<file path="src/rtl/fifo_drain_arbiter.sv">
// Round-robin drain of several one-cycle-latency FIFOs into a single valid/ready stream.
// Each beat takes a READ/WAIT/PRESENT pass; a grant lasts at most BURST_LEN beats.
module fifo_drain_arbiter #(
    parameter int number_ports    = 4,
    parameter int FIFO_DATA_WIDTH = 18,
    parameter int BURST_LEN       = 4
) (
    input  logic                                    clk_out,
    input  logic                                    reset,
    input  logic [number_ports-1:0]                 fifo_empty,
    input  logic [FIFO_DATA_WIDTH*number_ports-1:0] fifo_data,
    output logic [number_ports-1:0]                 fifo_read_en,
    output logic [FIFO_DATA_WIDTH-1:0]              m_data,
    output logic [7:0]                              m_port,
    output logic                                    m_valid,
    input  logic                                    m_ready,
    output logic                                    m_last,
    output logic                                    busy
);

    typedef enum logic [1:0] {IDLE, READ, WAIT, PRESENT} state_t;

    state_t                     state_q, state_d;
    logic [7:0]                 grant_q, grant_d;
    logic [7:0]                 lastGrant_q, lastGrant_d;
    logic [7:0]                 beatCnt_q, beatCnt_d;
    logic [number_ports-1:0]    readEn_q, readEn_d;
    logic [FIFO_DATA_WIDTH-1:0] mData_q, mData_d;
    logic [7:0]                 mPort_q, mPort_d;
    logic                       mValid_q, mValid_d;
    logic                       mLast_q, mLast_d;

    logic                       found;
    logic [7:0]                 foundIdx;
    logic [8:0]                 searchOff;
    logic [8:0]                 bestOff;
    logic                       grantEmpty;
    logic [FIFO_DATA_WIDTH-1:0] grantData;
    logic                       readReq;
    logic [7:0]                 readIdx;

    // Rotating priority: each port's distance from lastGrant+1 (mod N); nearest non-empty port wins.
    always_comb begin
        found     = 1'b0;
        foundIdx  = '0;
        bestOff   = '1;
        searchOff = '0;
        for (int p = 0; p < number_ports; p++) begin
            searchOff = 9'(p + number_ports - 1) - {1'b0, lastGrant_q};
            if (searchOff >= 9'(number_ports)) begin
                searchOff = searchOff - 9'(number_ports);
            end
            if (!fifo_empty[p] && (searchOff < bestOff)) begin
                bestOff  = searchOff;
                foundIdx = 8'(p);
                found    = 1'b1;
            end
        end
    end

    always_comb begin
        grantEmpty = 1'b1;
        grantData  = '0;
        for (int p = 0; p < number_ports; p++) begin
            if (grant_q == 8'(p)) begin
                grantEmpty = fifo_empty[p];
                grantData  = fifo_data[FIFO_DATA_WIDTH*p +: FIFO_DATA_WIDTH];
            end
        end
    end

    always_comb begin
        state_d     = state_q;
        grant_d     = grant_q;
        lastGrant_d = lastGrant_q;
        beatCnt_d   = beatCnt_q;
        mData_d     = mData_q;
        mPort_d     = mPort_q;
        mValid_d    = mValid_q;
        mLast_d     = mLast_q;
        readReq     = 1'b0;
        readIdx     = grant_q;
        case (state_q)
            IDLE: begin
                if (found) begin
                    grant_d   = foundIdx;
                    beatCnt_d = '0;
                    readReq   = 1'b1;
                    readIdx   = foundIdx;
                    state_d   = READ;
                end
            end
            READ: begin
                state_d = WAIT;
            end
            WAIT: begin
                mData_d  = grantData;
                mPort_d  = grant_q;
                mLast_d  = (beatCnt_q == 8'(BURST_LEN - 1));
                mValid_d = 1'b1;
                state_d  = PRESENT;
            end
            PRESENT: begin
                if (mValid_q && m_ready) begin
                    mValid_d  = 1'b0;
                    mLast_d   = 1'b0;
                    beatCnt_d = beatCnt_q + 8'd1;
                    // Burst ends on full length or when the granted FIFO has run dry.
                    if ((beatCnt_q + 8'd1 == 8'(BURST_LEN)) || grantEmpty) begin
                        lastGrant_d = grant_q;
                        state_d     = IDLE;
                    end else begin
                        readReq = 1'b1;
                        state_d = READ;
                    end
                end
            end
            default: begin
                state_d = IDLE;
            end
        endcase
    end

    always_comb begin
        readEn_d = '0;
        for (int p = 0; p < number_ports; p++) begin
            readEn_d[p] = readReq && (readIdx == 8'(p));
        end
    end

    always_ff @(posedge clk_out) begin
        if (reset) begin
            state_q     <= IDLE;
            grant_q     <= '0;
            lastGrant_q <= 8'(number_ports - 1);
            beatCnt_q   <= '0;
            readEn_q    <= '0;
            mData_q     <= '0;
            mPort_q     <= '0;
            mValid_q    <= 1'b0;
            mLast_q     <= 1'b0;
        end else begin
            state_q     <= state_d;
            grant_q     <= grant_d;
            lastGrant_q <= lastGrant_d;
            beatCnt_q   <= beatCnt_d;
            readEn_q    <= readEn_d;
            mData_q     <= mData_d;
            mPort_q     <= mPort_d;
            mValid_q    <= mValid_d;
            mLast_q     <= mLast_d;
        end
    end

    assign fifo_read_en = readEn_q;
    assign m_data       = mData_q;
    assign m_port       = mPort_q;
    assign m_valid      = mValid_q;
    assign m_last       = mLast_q;
    assign busy         = (state_q != IDLE);

endmodule

</file>
<file path="config.mk">
export PLATFORM = sky130hd
export DESIGN_NAME = fifo_drain_arbiter
export DESIGN_NICKNAME = d
export VERILOG_FILES = /design/src/rtl/fifo_drain_arbiter.sv
export SDC_FILE = /design/constraint.sdc
export NUM_CORES = 1
export LEC_CHECK = 0
export ABC_AREA = 1
export ABC_CLOCK_PERIOD_IN_PS = 6100
export CORE_MARGIN = 8
export CORE_UTILIZATION = 30
export CTS_BUF_LIST = sky130_fd_sc_hd__clkbuf_4 sky130_fd_sc_hd__clkbuf_8
export CTS_CLUSTER_SIZE = 16
export DETAILED_ROUTE_END_ITERATION = 10
export PLACE_DENSITY = 0.6
export SKIP_LAST_GASP = 1
export SYNTH_ARGS = -nofsm -noshare
export SYNTH_HDL_FRONTEND = slang
export SYNTH_SLANG_ARGS = --single-unit
export TNS_END_PERCENT = 20
</file>
<file path="constraint.sdc">
create_clock -name clk_out -period 6.1 [get_ports clk_out]
set_input_delay 1.525 -clock clk_out [delete_from_list [all_inputs] [get_ports clk_out]]
set_output_delay 1.525 -clock clk_out [all_outputs]
set_load 0.01 [all_outputs]
</file>
==> qor.csv <==
metric;value;unit
status;finished, final reports clean;
synth_async_sr_flop_share;0;%
clk_latency;0.35;ns
drc_errors;0;
synth.avg_cell_area;6.64;µm²
startpoint_type;register;
postSynthCellCount;713;
grt_overflow_total;0;
max_freq;166;MHz
gp_congestion;0.825;
synth_edf_count;0;
clk_pin_slew;0.07;ns
fill_cells;1594;
r2r_slack;0.06;ns
drt_wl_total;15700;µm
p_sw_share;42.9;%
cts_max_level;3;
hold_slack;0.467;ns
synth_cell_types;38;
post_dp_cell_area;6520;µm²
yosys-top-cells-area;dfxtp_1, nand2_1, ha_1;
combPwrFrac;61.2;%
final_hold_viol_count;0;
drive_gt1_share;23.5;%
finalCriticalPeriod;6.04;ns
worst_path_most_repeated_cell;nand2_4;
ff_latch_area;1170;µm²
final_cells;1108;
period_share;99.0;%
crit_path_end_kind;register;
die_area;20100;µm²
postCtsHoldBufs;0;
hp-class;reg -> reg;
wl_per_cell;14.2;µm
worst-path-max-fanout;8;
p_sw;1.07;mW
dpl.cell_count;1078;
p_int;1.43;mW
power.density;343;nW/µm²
vias;5304;
grt_pass1_wl;25400;µm
die_w;142;µm
rows;46;
gr-usage-all-layers;15.6;%
ys_seq_area_share;24.5;%
synth_top_area_share;24.5;%
utilization;46.6;%
required;6.39;ns
yosysMostFrequentCell;nand2_1;
p_seq_share;20.8;%
multi_input_area;3620;µm²
clock-root-buffer;clkbuf_8;
hpwl;12300;µm
slew_viol_final;0;
clkSinkCount;58;
worstPathArrival;6.33;ns
io_pins;112;
yosysTopAreaCell;dfxtp_1;
ant_nets;0;
syn-num-nets;837;
cts_made_buffers;9;
slowest_stage;ha_1;
grt_max_degree;39;
synth_flop_cell;dfxtp_1;
cts_tree;done;
ys_ff_latch;58;
area_growth;53.9;%
chipHeight;142;µm
grt_setup_unrepaired;true;
synth_common_cells;nand2_1, inv_1, nor2_1;
vdd_drop_max;166;µV
p_leak;3.32;nW
port_buffers;111;
drt_iter0_drc;273;
ys_warn_count;0;
synth_area;4740;µm²
antenna_found_initial;0;
fin_setup_tns;0;ns
first_pass_iters;6;
start_util;30.3;%
diodes;0;
critPathMaxStageDelay;0.35;ns
cts.path.max_buffers;2;
tightestPinTransition;1.05;ns
worstSetupPathType;reg -> reg;
grt_pass1_vias;5317;
slew_headroom;30.1;%
final_nets;1011;
power_frac_clock;18.0;%
core;15700;µm²
final_area;7290;µm²
finClkSkew;0.0109;ns
setup_viol;0;
drv_cap;0;
post_drt_via_cell_ratio;4.79;
==> registers in the layout (all words and copies together), names as in the netlist <==
signal and count:
m_port 8, lastGrant_q 8, m_data 18, m_last 1, state_q 2, grant_q 8, m_valid 1, beatCnt_q 8
fifo_read_en 4
==> per-stage QoR <==
step / power [mW] / worst slack (ns)
2_1_floorplan: 1.33 / 0.00496
3_3_place_gp: 1.85 / -0.408
3_5_place_dp: 1.85 / -0.588
4_1_cts: 2.33 / 0.00146
5_1_grt: 2.72 / -0.328
6_report: 2.50 / 0.0615
==> cell type report <==
cell class                      count  share of cell area (%)
Inverter                           69                    3.66
Timing Repair Buffer              188                    23.4
Multi-Input combinational cell    561                    49.7
Clock inverter                      5                    1.37
Clock buffer                       11                    2.08
Sequential cell                    58                    16.1
Tap cell                          216                    3.71
==> placed cells by master (no fill, tap or decap), types with 38 or more instances in the layout <==
| master | netlist | final |
|---|---|---|
| a21oi_1 | 61 | 49 |
| buf_4 | 1 | 73 |
| clkdlybuf4s50_1 | 0 | 110 |
| dfxtp_1 | 58 | 54 |
| ha_1 | 45 | 38 |
| inv_1 | 66 | 58 |
| nand2_1 | 178 | 162 |
| nor2_1 | 65 | 53 |
| o21ai_0 | 52 | 42 |
==> power by group through the flow <==
stage	registers [mW]	logic, mW	clock network, mW
2_1_floorplan	0.543	0.787	0
3_3_place_gp	0.524	1.32	0
3_5_place_dp	0.526	1.33	0
4_1_cts	0.519	1.35	0.459
5_1_grt	0.535	1.71	0.473
6_report	0.521	1.53	0.449
==> critical path: cells and delay by family (launching register included) <==
family	cells	cell delay (ns)
adder cells (fa/ha/maj)	5	1.21
AND/OR/NAND/NOR	18	1.84
XOR/XNOR	2	0.33
AO/OA/AOI/OAI	11	1.45
buffers and inverters	7	0.80
flip-flops	1	0.33
==> metal layers <==
layer / wire [µm] / GRT usage, % / vias to the layer above
li1: - / - / 2740
met5: 0 / 0 / -
met1: 6670 / 17.7 / 2389
met3: 1560 / 6.89 / 18
met2: 7220 / 26.0 / 157
met4: 240 / 4.58 / 0
==> cell families after synthesis <==
| logic type | synth area share, % |
|---|---|
| AOI/OAI and AO/OA | 17.3 |
| adders and majority gates | 11.9 |
| DFF | 24.5 |
| and+or+nand+nor | 31.9 |
| xor gates and xnor gates | 6.29 |
| buffers and inverters | 8.14 |
==> path summary, 6_finish.rpt <==
| path | from | end | cells past startpoint |
|---|---|---|---|
| worst max-delay path | lastGrant_q[1] | fifo_read_en[1] | 43 |
| worst min register to register | m_data[6] | m_data[6] | 2 |
| worst min-delay path | m_data[6] | m_data[6] | 2 |
| worst max register to register | lastGrant_q[1] | fifo_read_en[1] | 43 |
==> timing repair <==
item                                    in CTS  in global routing
gates cloned                                 0                  1
endpoints found under the setup margin      22                 22
pin swaps                                    3                 63
buffers inserted                             0                 14
gates resized for setup                     13                102
Power figures use the tool's default switching activity.
